===== src/rtl/fetch_unit.sv =====
// RV32I fetch front end: program counter, credit-limited in-order memory requests,
// instruction buffer with pre-split decode fields, and redirect flush.
// Build macro FETCH_PERF_EN adds the perf_fetched / perf_dropped counters.
module fetch_unit #(
  parameter int              XLEN     = 32,
  parameter logic [XLEN-1:0] RESET_PC = '0,
  parameter int              DEPTH    = 2
) (
  input  logic            clk,
  input  logic            reset,
  output logic            imem_req_valid,
  input  logic            imem_req_ready,
  output logic [XLEN-1:0] imem_req_addr,
  input  logic            imem_rsp_valid,
  input  logic [XLEN-1:0] imem_rsp_data,
  input  logic            redirect_valid,
  input  logic [XLEN-1:0] redirect_pc,
  output logic            instr_valid,
  input  logic            instr_ready,
  output logic [XLEN-1:0] instr,
  output logic [XLEN-1:0] instr_pc,
  output logic [6:0]      opcode,
  output logic [2:0]      funct3,
  output logic            funct7_5
`ifdef FETCH_PERF_EN
  ,
  output logic [31:0]     perf_fetched,
  output logic [31:0]     perf_dropped
`endif
);

  localparam int AW = $clog2(DEPTH);
  localparam int CW = AW + 1;
  localparam logic [CW:0] DEPTH_W = (CW+1)'(DEPTH);

  typedef enum logic {BOOT, RUN} state_t;

  state_t          state_q, state_d;
  logic [XLEN-1:0] pc_q;
  logic [CW-1:0]   inflight_q, inflight_d;
  logic [CW-1:0]   count_q, count_d;
  logic [CW-1:0]   drop_q, drop_d;
  logic [AW-1:0]   head_q, tail_q;
  logic [AW-1:0]   pf_rd_q, pf_wr_q;
  logic [CW:0]     credit_used;

  logic [XLEN-1:0] buf_instr [DEPTH];
  logic [XLEN-1:0] buf_pc    [DEPTH];
  logic [XLEN-1:0] pf_pc     [DEPTH];

  logic req_fire, pop, rsp_drop, push;
  logic unused_redirect_lsbs;

  assign unused_redirect_lsbs = ^redirect_pc[1:0];

  assign credit_used = {1'b0, inflight_q} + {1'b0, count_q};
  assign req_fire    = imem_req_valid && imem_req_ready;
  assign pop         = instr_valid && instr_ready;
  // A response in a redirect cycle belongs to the old stream, as does one owed to drop_q.
  assign rsp_drop    = imem_rsp_valid && (redirect_valid || (drop_q != '0));
  assign push        = imem_rsp_valid && !rsp_drop;

  always_ff @(posedge clk or posedge reset) begin
    if (reset) state_q <= BOOT;
    else       state_q <= state_d;
  end

  // NOTE: every always_comb output gets a default first so no path can infer a latch.
  always_comb begin
    state_d        = state_q;
    imem_req_valid = 1'b0;
    case (state_q)
      BOOT: state_d        = RUN;
      RUN:  imem_req_valid = credit_used < DEPTH_W;
    endcase
  end

  always_comb begin
    inflight_d = inflight_q;
    if (req_fire && !imem_rsp_valid)      inflight_d = inflight_q + CW'(1);
    else if (!req_fire && imem_rsp_valid) inflight_d = inflight_q - CW'(1);

    count_d = count_q;
    if (redirect_valid)     count_d = '0;
    else if (push && !pop)  count_d = count_q + CW'(1);
    else if (pop && !push)  count_d = count_q - CW'(1);

    // Everything still outstanding after this cycle, including a request accepted now, is stale.
    drop_d = drop_q;
    if (redirect_valid)                       drop_d = inflight_d;
    else if (imem_rsp_valid && drop_q != '0)  drop_d = drop_q - CW'(1);
  end

  // NOTE: state registers use non-blocking assignments so every flop samples pre-edge values.
  always_ff @(posedge clk or posedge reset) begin
    if (reset) begin
      pc_q       <= RESET_PC;
      inflight_q <= '0;
      count_q    <= '0;
      drop_q     <= '0;
      head_q     <= '0;
      tail_q     <= '0;
      pf_rd_q    <= '0;
      pf_wr_q    <= '0;
    end else begin
      inflight_q <= inflight_d;
      count_q    <= count_d;
      drop_q     <= drop_d;

      if (redirect_valid) pc_q <= {redirect_pc[XLEN-1:2], 2'b00};
      else if (req_fire)  pc_q <= pc_q + XLEN'(4);

      // The PC FIFO tracks every accepted request, stale or not, so it is never flushed.
      if (req_fire)       pf_wr_q <= pf_wr_q + AW'(1);
      if (imem_rsp_valid) pf_rd_q <= pf_rd_q + AW'(1);

      if (redirect_valid) begin
        head_q <= '0;
        tail_q <= '0;
      end else begin
        if (push) tail_q <= tail_q + AW'(1);
        if (pop)  head_q <= head_q + AW'(1);
      end
    end
  end

  // NOTE: storage arrays have no reset; occupancy and pointers gate every read of them.
  always_ff @(posedge clk) begin
    if (req_fire) pf_pc[pf_wr_q] <= pc_q;
    if (push) begin
      buf_instr[tail_q] <= imem_rsp_data;
      buf_pc[tail_q]    <= pf_pc[pf_rd_q];
    end
  end

  assign imem_req_addr = pc_q;
  assign instr_valid   = count_q != '0;
  assign instr         = instr_valid ? buf_instr[head_q] : '0;
  assign instr_pc      = instr_valid ? buf_pc[head_q]    : '0;
  assign opcode        = instr[6:0];
  assign funct3        = instr[14:12];
  assign funct7_5      = instr[30];

`ifdef FETCH_PERF_EN
  logic [31:0] drop_inc;

  always_comb begin
    drop_inc = 32'(rsp_drop);
    if (redirect_valid) drop_inc = drop_inc + 32'(count_q);
  end

  always_ff @(posedge clk or posedge reset) begin
    if (reset) begin
      perf_fetched <= '0;
      perf_dropped <= '0;
    end else begin
      perf_fetched <= perf_fetched + 32'(pop);
      perf_dropped <= perf_dropped + drop_inc;
    end
  end
`endif

endmodule


===== config.mk =====
export PLATFORM = sky130hd
export DESIGN_NAME = fetch_unit
export DESIGN_NICKNAME = d
export VERILOG_FILES = /design/src/rtl/fetch_unit.sv
export SDC_FILE = /design/constraint.sdc
export NUM_CORES = 1
export LEC_CHECK = 0
export CAP_MARGIN = 20
export CORE_ASPECT_RATIO = 1.2
export CORE_MARGIN = 8
export CORE_UTILIZATION = 50
export CTS_CLUSTER_DIAMETER = 80
export DETAILED_ROUTE_END_ITERATION = 12
export DONT_BUFFER_PORTS = 1
export GPL_TIMING_DRIVEN = 0
export PLACE_DENSITY = 0.76
export SYNTH_ARGS = -nofsm -noshare
export SYNTH_HDL_FRONTEND = slang
export SYNTH_SLANG_ARGS = --single-unit
export TNS_END_PERCENT = 1

===== constraint.sdc =====
create_clock -name clk -period 7.2 [get_ports clk]
set_input_delay 0.72 -clock clk [delete_from_list [all_inputs] [get_ports clk]]
set_output_delay 0.72 -clock clk [all_outputs]
set_load 0.03 [all_outputs]

==> results.toml, run 1 <==
[cts]
clockBufferDepth = 3
cts_tree = "yes"
cts_root_buf = "clkbuf_16"
clk_pin_slew_worst_paths_ns = 0.06
cts_htree_levels = 1
clock_sinks = 225
cts_buffers = 23
hold_buffers = 0
cts_setup_buffers = 0
post_cts_resized = 0
insertion_delay_ns = 0.51

[drt]
drt-wirelength-per-cell_um = 21.7
first_pass_iters = 5
ant_nets = 0
drt-initial-drc-count = 296
routed_via_density = 5.84
drc = 0
routed_wl_um = 19900
via_count = 5359

[global_routing]
grt_pass1_vias = 5541
grt.total_usage_pct = 17.0
grt_pass1_wl_um = 31000
overflow = 0
antenna_found_initial = 0
grt_max_degree = 42

[yosys]
ys_ff_latch = 225
synthTopCellsByArea = "edfxtp_1, dfrtp_1, mux2i_1"
yosysSeqAreaShare_pct = 70.8
syn_inst = 634
yosysWarnings = 0
syn_area_sq_um = 9260
avgSynthCellArea_sq_um = 14.6
synth_area_leader_cell = "edfxtp_1"
synth_top_area_share_pct = 59.7
synth_cell_types = 40

[floorplan]
die_area_sq_um = 23100
start_util_pct = 50.9
fp.dieW_um = 140
row_count = 54
die_h_um = 165
coreArea_sq_um = 18200
io-pin-count = 179

[cells_and_area]
syn2layout_area_growth_pct = 13.5
fillers = 1373
finish.utilization_pct = 57.8
seqCellArea_sq_um = 6550
nNetsFinal = 749
num_antenna_cells = 0
multiInputGateArea_sq_um = 2470
drive_gt1_share_pct = 15.4

[setup_path]
cp-start-kind = "flip-flop"
setup.worst_path.end = "instr[13]"
r2r_start = "count_q[0]"
path_cells = "clkbuf_1, clkbuf_1, mux2i_1, nor2_1, buf_4"
critPathMaxFanout = 10
critical_path.slowest_cell = "clkbuf_1"
rrSetupSlack_ns = 4.13
worst_ep_arrival_time_ns = 2.94
critPathCaptureType = "output port"
cpMostUsedCell = "clkbuf_1"
crit_start = "head_q"
crit_type = "flip-flop to output port"
max_stage_delay_ns = 0.63
r2r_cells = 7
required_ns = 6.48
timing.rr.end = "pf_pc[1][31]"

[sta]
min_period_ns = 3.66
fmax_mhz = 273
maxSlewHeadroom_pct = 26.0
fin_worst_skew_ns = 0.0244
whs_ns = 0.279
setup_viol = 0
slew_violations = 0
worst_pin_slew_ns = 1.11
period_share_pct = 50.8
rsz0062_at_grt = "no"
finalHoldViolations = 0

[placement]
finalWeightedCongestion = 0.821
io_buffers = 0
hpwl_um = 14400

[pwr]
power_leakage_uw = 0.00349
power_density_nw_per_um2 = 336
vdd_ir_drop_max_mv = 0.203

[flow_run]
cap_viol_max_count = 0

[status]
status = "complete, no violations"

[hold_path]
worstHoldPathType = "primary input to async pin"
## how the worst min path moves through the flow
stage               slack, ns         startpoint                 to
floorplan                0.46            pf_wr_q            pf_wr_q
global placement         0.47            pf_wr_q            pf_wr_q
detailed placement       0.54      inflight_q[1]      inflight_q[1]
CTS                      0.28  imem_rsp_data[17]   buf_instr[0][17]
global route             0.28  imem_rsp_data[30]   buf_instr[0][30]
finish                   0.28              reset  imem_req_addr[26]
## per-stage QoR
step | TNS (ns) | total power, uW | cells | area [sq um] | worst slack (ns)
floorplan | 0 | 2210 | 637 | 9270 | 0.959
global placement | -167.43 | 2340 | 861 | 9550 | -1.58
detailed placement | 0 | 2380 | 875 | 9740 | 3.98
CTS | 0 | 3570 | 917 | 10500 | 3.44
global route | 0 | 3680 | 917 | 10500 | 3.30
finish | 0 | 3530 | 917 | 10500 | 3.54
## where the power goes
part           leakage (uW)  internal [uW]  switching [uW]
clock              0.000367            717             473
sequential          0.00215           1590             114
combinational      0.000969            219             422
## final cells by class
cell class	count	area share, %
Timing Repair Buffer	14	1.64
Inverter	6	0.214
Clock inverter	14	1.48
Clock buffer	28	5.85
Multi-Input combinational cell	358	23.5
Sequential cell	225	62.4
Buffer	48	2.31
Tap cell	224	2.67
## critical path: cells and delay by family, from the launching register on
kind | cells | cell delay [ns]
simple gates | 1 | 0.50
flops | 1 | 0.32
mux | 1 | 0.18
buf+inv | 3 | 1.43
## sequential cells by signal (all words and copies together) (netlist names)
register       flops
buf_instr         64
buf_pc            60
pf_pc             60
imem_req_addr     30
count_q            2
drop_q             2
inflight_q         2
head_q             1
pf_rd_q            1
pf_wr_q            1
state_q            1
tail_q             1
## cells in the final DEF (no fill, tap or decap), types with 4 or more instances in the layout
master and instances:
o31ai_1 14, a31oi_1 15, buf_1 4, inv_1 5, mux2_2 31, nand2_1 30
clkbuf_1 27, clkbuf_16 23, buf_6 10, o21ai_0 15, nor2_1 84, xnor2_1 13
or3_1 4, buf_8 4, and3_1 5, conb_1 5, buf_2 5, or4_1 16
mux2i_1 65, nor3_1 4, nand4_1 7, buf_4 15, clkinv_1 4, edfxtp_1 184
xor2_1 7, nand3_1 12, dfrtp_1 41
## synthesized netlist by cell type, drive strengths merged
master and count:
a21oi 1, a31o 1, a31oi 15, and2 3, and3 5, and4 4
buf 24, clkbuf 24, conb 2, dfrtp 41, edfxtp 184, fa 1
ha 2, inv 6, mux2 31, mux2i 65, nand2 30, nand2b 2
nand3 12, nand4 8, nand4bb 1, nor2 85, nor2b 2, nor3 5
nor3b 2, nor4 3, nor4bb 1, o211ai 2, o21ai 15, o31a 2
o31ai 14, or2 1, or3 4, or4 16, xnor2 13, xor2 7
## cell families after synthesis
kind of cell / Yosys count / share of synthesized area, %
AO/OA/AOI/OAI: 50 / 3.46
other: 2 / 0.0811
flip-flops: 225 / 70.8
XOR/XNOR: 20 / 1.89
AND/OR/NAND/NOR: 184 / 9.63
buffers and inverters: 54 / 2.87
adder cells (fa/ha/maj): 3 / 0.487
multiplexers: 96 / 10.8
## per-layer routing
| layer | GRT usage [%] | wire (um) |
|---|---|---|
| met4 | 5.29 | 383 |
| met3 | 6.13 | 1880 |
| met5 | 0 | 0 |
| met2 | 30.9 | 10500 |
| met1 | 18.2 | 7120 |
No activity file was read; power rests on OpenSTA's default activity.
==> inputs of run 2 (changes only) <==
==> constraint.sdc (replaced) <==
create_clock -name clk -period 3.65 [get_ports clk]
set_input_delay 0.365 -clock clk [delete_from_list [all_inputs] [get_ports clk]]
set_output_delay 0.365 -clock clk [all_outputs]
set_load 0.03 [all_outputs]
==> results.toml, run 2 (synthesis gave the netlist of run 1 again) <==
[status]
status = "complete, no violations"

[cts]
cts_setup_buffers = 0
clockBufferDepth = 3
insertion_delay_ns = 0.50
clk_pin_slew_worst_paths_ns = 0.06
clock_sinks = 225
cts_root_buf = "clkbuf_16"
cts_htree_levels = 1
cts_tree = "yes"
post_cts_resized = 0
cts_buffers = 22

[floorplan]
row_count = 54
die_area_sq_um = 23100
start_util_pct = 50.9
die_h_um = 165
fp.dieW_um = 140
io-pin-count = 179
coreArea_sq_um = 18200

[cells_and_area]
instances_no_fill = 959
largest_register_ffs = 64
layout.cells.most_common = "edfxtp_1"
final_cell_mix = "edfxtp_1, nor2_1, mux2i_1"
drive_gt1_share_pct = 13.2
syn2layout_area_growth_pct = 18.6
nNetsFinal = 792
largest_register = "buf_instr"
stdcell_area_sq_um = 11000
reg_top3 = "buf_instr x64, buf_pc x60, pf_pc x60"
finish.utilization_pct = 60.4
num_antenna_cells = 0

[global_routing]
grt_max_degree = 42
grt_pass1_vias = 5700
grt_pass1_wl_um = 31900
antenna_found_initial = 0
overflow = 0
grt.total_usage_pct = 17.5

[setup_path]
critPathCaptureType = "output port"
worst_ep_arrival_time_ns = 2.97
crit_start = "head_q"
timing.rr.end = "pf_pc[1][11]"
r2r_cells = 7
r2r_start = "count_q[0]"
cp-start-kind = "flip-flop"
crit_type = "flip-flop to output port"
required_ns = 3.28
rrSetupSlack_ns = 0.66
critPathMaxFanout = 10

[sta]
period_share_pct = 91.4
finalHoldViolations = 0
fin_worst_skew_ns = 0.00912
rsz0062_at_grt = "no"
worst_pin_slew_ns = 1.06
maxSlewHeadroom_pct = 28.9
min_period_ns = 3.34
fmax_mhz = 300
setup_viol = 0
slew_violations = 0

[drt]
ant_nets = 0
routed_wl_um = 20500
via_count = 5476
drt-initial-drc-count = 336
first_pass_iters = 5
drt-wirelength-per-cell_um = 21.4
routed_via_density = 5.71
drc = 0

[placement]
finalWeightedCongestion = 0.824
dp_cells = 869
place_area_sq_um = 9720
io_buffers = 0
hpwl_um = 14100

[pwr]
power_leakage_uw = 0.00368
vdd_ir_drop_max_mv = 0.428
power_density_nw_per_um2 = 642
p_total_uw = 7050

[hold_path]
worstHoldPathType = "primary input to flip-flop"
hold_path_end = "imem_req_addr[27]"
worst_hold_path.num_cells = 2
hold_path.startpoint = "redirect_pc[27]"

[flow_run]
cap_viol_max_count = 0
-- run 2: cell count changes in the layout (fill, tap and decap cells not counted), sizes merged --
cell	change
clkbuf	+1
bufinv	+1
dlygate4sd3	+50
inv	-2
clkinvlp	-2
buf	-6
-- run 2: final cells by class --
type	instances	area, sq um
fill	1346	7200
sequential	225	6550
multi-input combinational	358	2480
timing repair buffer	58	642
clock buffer	29	608
tap	224	280
buffer	48	243
clock inverter	11	153
inverter	6	22.5
-- run 2: worst max-delay path, stage by stage, from the launching register on --
cell,delay (ns)
dfrtp_1,0.32
clkbuf_1,0.52
clkbuf_1,0.63
mux2i_1,0.19
nor2_1,0.52
buf_4,0.28
-- run 2: how the worst max path moves through the flow --
stage | end | slack (ns)
after global placement | buf_instr[0][25] | -1.31
final | opcode[5] | 0.31
after CTS | opcode[5] | 0.18
after floorplan | buf_instr[0][0] | -0.04
after detailed placement | pf_pc[1][4] | 0.65
after global routing | opcode[5] | 0.09
-- run 2: per-layer routing --
layer | track usage (%) | wire, um
met1 | 20.5 | 7880
met2 | 30.9 | 10700
met3 | 4.34 | 1500
met4 | 6.08 | 448
met5 | 0 | 0
-- run 2: where the power goes --
| group | switching (uW) | leakage (uW) | internal [uW] |
|---|---|---|---|
| Combinational | 857 | 0.00116 | 470 |
| Sequential | 229 | 0.00215 | 3130 |
| Clock | 904 | 0.000367 | 1450 |
-- run 2: repair_timing --
action / CTS / global route
setup endpoints to repair: 0 / 0
hold buffers: 49 / 1
endpoints found under the hold margin: 121 / 1
-- run 2: metrics by stage --
stage / setup WS, ns / TNS, ns / hold slack [ns]
floorplan: -0.0420 / -4.74 / 0.452
global placement: -1.31 / -174.05 / 0.455
detailed placement: 0.646 / 0 / 0.464
CTS: 0.182 / 0 / 0.00176
global route: 0.0857 / 0 / 0.0177
finish: 0.315 / 0 / 0.0240
==> inputs of run 3 (changes only) <==
--- a/config.mk
+++ b/config.mk
@@ -5,15 +5,17 @@
 export SDC_FILE = /design/constraint.sdc
 export NUM_CORES = 1
 export LEC_CHECK = 0
+export ABC_AREA = 1
 export CAP_MARGIN = 20
 export CORE_ASPECT_RATIO = 1.2
 export CORE_MARGIN = 8
-export CORE_UTILIZATION = 50
+export CORE_UTILIZATION = 55
 export CTS_CLUSTER_DIAMETER = 80
 export DETAILED_ROUTE_END_ITERATION = 12
 export DONT_BUFFER_PORTS = 1
 export GPL_TIMING_DRIVEN = 0
-export PLACE_DENSITY = 0.76
+export PLACE_DENSITY = 0.81
+export SKIP_LAST_GASP = 1
 export SYNTH_ARGS = -nofsm -noshare
 export SYNTH_HDL_FRONTEND = slang
 export SYNTH_SLANG_ARGS = --single-unit
==> results.toml, run 3 <==
[yosys]
synthXorXnorAreaFrac_pct = 1.18
yosysMostFrequentCell = "nand2_1"
yosysSeqAreaShare_pct = 67.7
ys_ff_latch = 225
synthSimpleGateAreaFrac_pct = 16.6
syn_inst = 866
synth_cell_types = 36
avgSynthCellArea_sq_um = 11.2
yosysWarnings = 0
synth_area_leader_cell = "edfxtp_1"
synth_ff_type = "edfxtp_1"
syn_area_sq_um = 9680
synthAdderAreaFrac_pct = 0.465
synth_top_family_by_area = "simple AND/OR/NAND/NOR gates"
muxShareOfSynthArea_pct = 3.49
synth_compound_area_share_pct = 5.75
synth_edf_count = 184
ys_top_cells_by_count = "nand2_1, edfxtp_1, a21oi_1"
synth_top_area_share_pct = 57.1
synthArstFlopShare_pct = 18.2
synthTopCellsByArea = "edfxtp_1, nand2_1, dfrtp_1"

[floorplan]
coreArea_sq_um = 17400
die_h_um = 161
start_util_pct = 55.7
io-pin-count = 179
row_count = 53
die_area_sq_um = 22100
fp.dieW_um = 137

[placement]
finalWeightedCongestion = 0.918
dp_cells = 1091
dp_slack_ns = 0.843
hpwl_um = 15400
place_area_sq_um = 10000
io_buffers = 0

[global_routing]
overflow = 0
grt_pass1_vias = 6359
grt_pass1_wl_um = 34300
antenna_found_initial = 0
grt.total_usage_pct = 19.7
grt_max_degree = 42

[cells_and_area]
syn2layout_area_growth_pct = 16.0
largest_register = "buf_instr"
stdcell_area_sq_um = 11200
drive_gt1_share_pct = 13.2
layout.cells.most_common = "nand2_1"
reg_top3 = "buf_instr x64, buf_pc x60, pf_pc x60"
nNetsFinal = 1011
final_cell_mix = "nand2_1, edfxtp_1, a21oi_1"
largest_register_ffs = 64
instances_no_fill = 1174
fillers = 1305
num_antenna_cells = 0

[cts]
cts_tree = "yes"
cts_buffers = 22
clock_sinks = 225
clk_pin_slew_worst_paths_ns = 0.06
cts_root_buf = "clkbuf_16"
cts_setup_buffers = 0
cts_htree_levels = 1
post_cts_resized = 0
clockBufferDepth = 3
insertion_delay_ns = 0.51

[setup_path]
required_ns = 3.28
worst_ep_arrival_time_ns = 2.71
critPathCaptureType = "output port"
cp-start-kind = "flip-flop"
rrSetupSlack_ns = 1.06
r2r_cells = 7
crit_type = "flip-flop to output port"
critPathMaxFanout = 10
timing.rr.end = "imem_req_addr[8]"
r2r_start = "inflight_q[0]"

[sta]
maxSlewHeadroom_pct = 27.1
worst_pin_slew_ns = 1.09
fmax_mhz = 325
finalHoldViolations = 0
setup_ws_ns = 0.571
fin_worst_skew_ns = 0.00985
min_period_ns = 3.08
setup_viol = 0
rsz0062_at_grt = "no"
period_share_pct = 84.3
slew_violations = 0

[hold_path]
hold_path_end = "imem_req_addr[22]"
worstHoldPathType = "primary input to flip-flop"
worst_hold_path.num_cells = 2
hold_path.startpoint = "redirect_pc[22]"

[pwr]
vdd_ir_drop_max_mv = 0.602
power_leakage_uw = 0.00422
power_density_nw_per_um2 = 750

[drt]
drt-initial-drc-count = 496
routed_wl_um = 22000
drc = 0
via_count = 6407
first_pass_iters = 7
ant_nets = 0
routed_via_density = 5.46
drt-wirelength-per-cell_um = 18.7

[status]
status = "complete, no violations"

[flow_run]
cap_viol_max_count = 0
run 3: cell types whose count changed after synthesis, sizes merged, moves of 6 or more:
| cell | previous run | this run |
|---|---|---|
| nand2 | 30 | 278 |
| a31oi | 15 | 1 |
| o31ai | 14 | 0 |
| a21oi | 1 | 70 |
| o21bai | 0 | 6 |
| or4 | 16 | 0 |
| nand3 | 12 | 41 |
| inv | 6 | 56 |
| nor2 | 85 | 59 |
| mux2i | 65 | 0 |
| xnor2 | 13 | 6 |
run 3: critical path: stages (launching register included):
cell	delay (ns)
dfrtp_1	0.35
buf_2	0.20
inv_2	0.19
clkbuf_1	0.48
nand2_1	0.10
a21oi_1	0.60
buf_4	0.28
run 3: kinds of logic after synthesis:
family                     after synthesis
and+or+nand+nor                        387
DFF                                    225
AOI/OAI and AO/OA                      103
buffers and inverters                  103
muxes                                   30
xor gates and xnor gates                13
adders and majority gates                3
other                                    2
run 3: final cells by class:
cell class	instances	area [sq um]	area share (%)
multi-input combinational	541	2710	24.1
clock inverter	13	153	1.36
timing repair buffer	45	472	4.20
inverter	56	210	1.87
clock buffer	27	611	5.44
sequential	225	6550	58.3
buffer	47	253	2.25
tap	220	275	2.45
run 3: how the worst max path moves through the flow:
stage	startpoint	slack [ns]	end
after floorplan	drop_q[0]	-0.29	buf_instr[0][0]
after global placement	imem_rsp_valid	-1.78	buf_instr[1][13]
after detailed placement	count_q[1]	0.84	instr[12]
after CTS	count_q[1]	0.33	instr[12]
after global routing	head_q	0.39	instr[13]
final	head_q	0.57	instr[12]
run 3: metal layers:
layer / track usage [%] / vias up / share of wire [%]
met2: 33.7 / 278 / 50
met3: 4.85 / 54 / 9.5
met4: 7.32 / 0 / 2.7
met1: 23.3 / 3010 / 38
met5: 0 / - / 0
li1: - / 3065 / -
run 3: per-stage QoR:
step,utilization (%),hold slack [ns],setup TNS [ns],power (uW)
floorplan,-,0.449,-36.51,5500
global placement,57.4,0.464,-229.73,6000
detailed placement,57.8,0.464,0,6070
CTS,64.6,0.00181,0,8460
global route,64.6,0.00653,0,8780
finish,64.6,0.0125,0,8420
run 3: timing repair:
action / CTS / global route
hold endpoints to repair: 114 / 0
hold buffers: 42 / 0
endpoints found under the setup margin: 0 / 0
run 3: power by group:
group          switching [uW]  internal [uW]  leakage, uW  total, uW
clock network             942           1410     0.000372       2350
registers                 423           3240      0.00217       3660
logic                    1790            612      0.00169       2400
total                    3160           5260      0.00422       8420
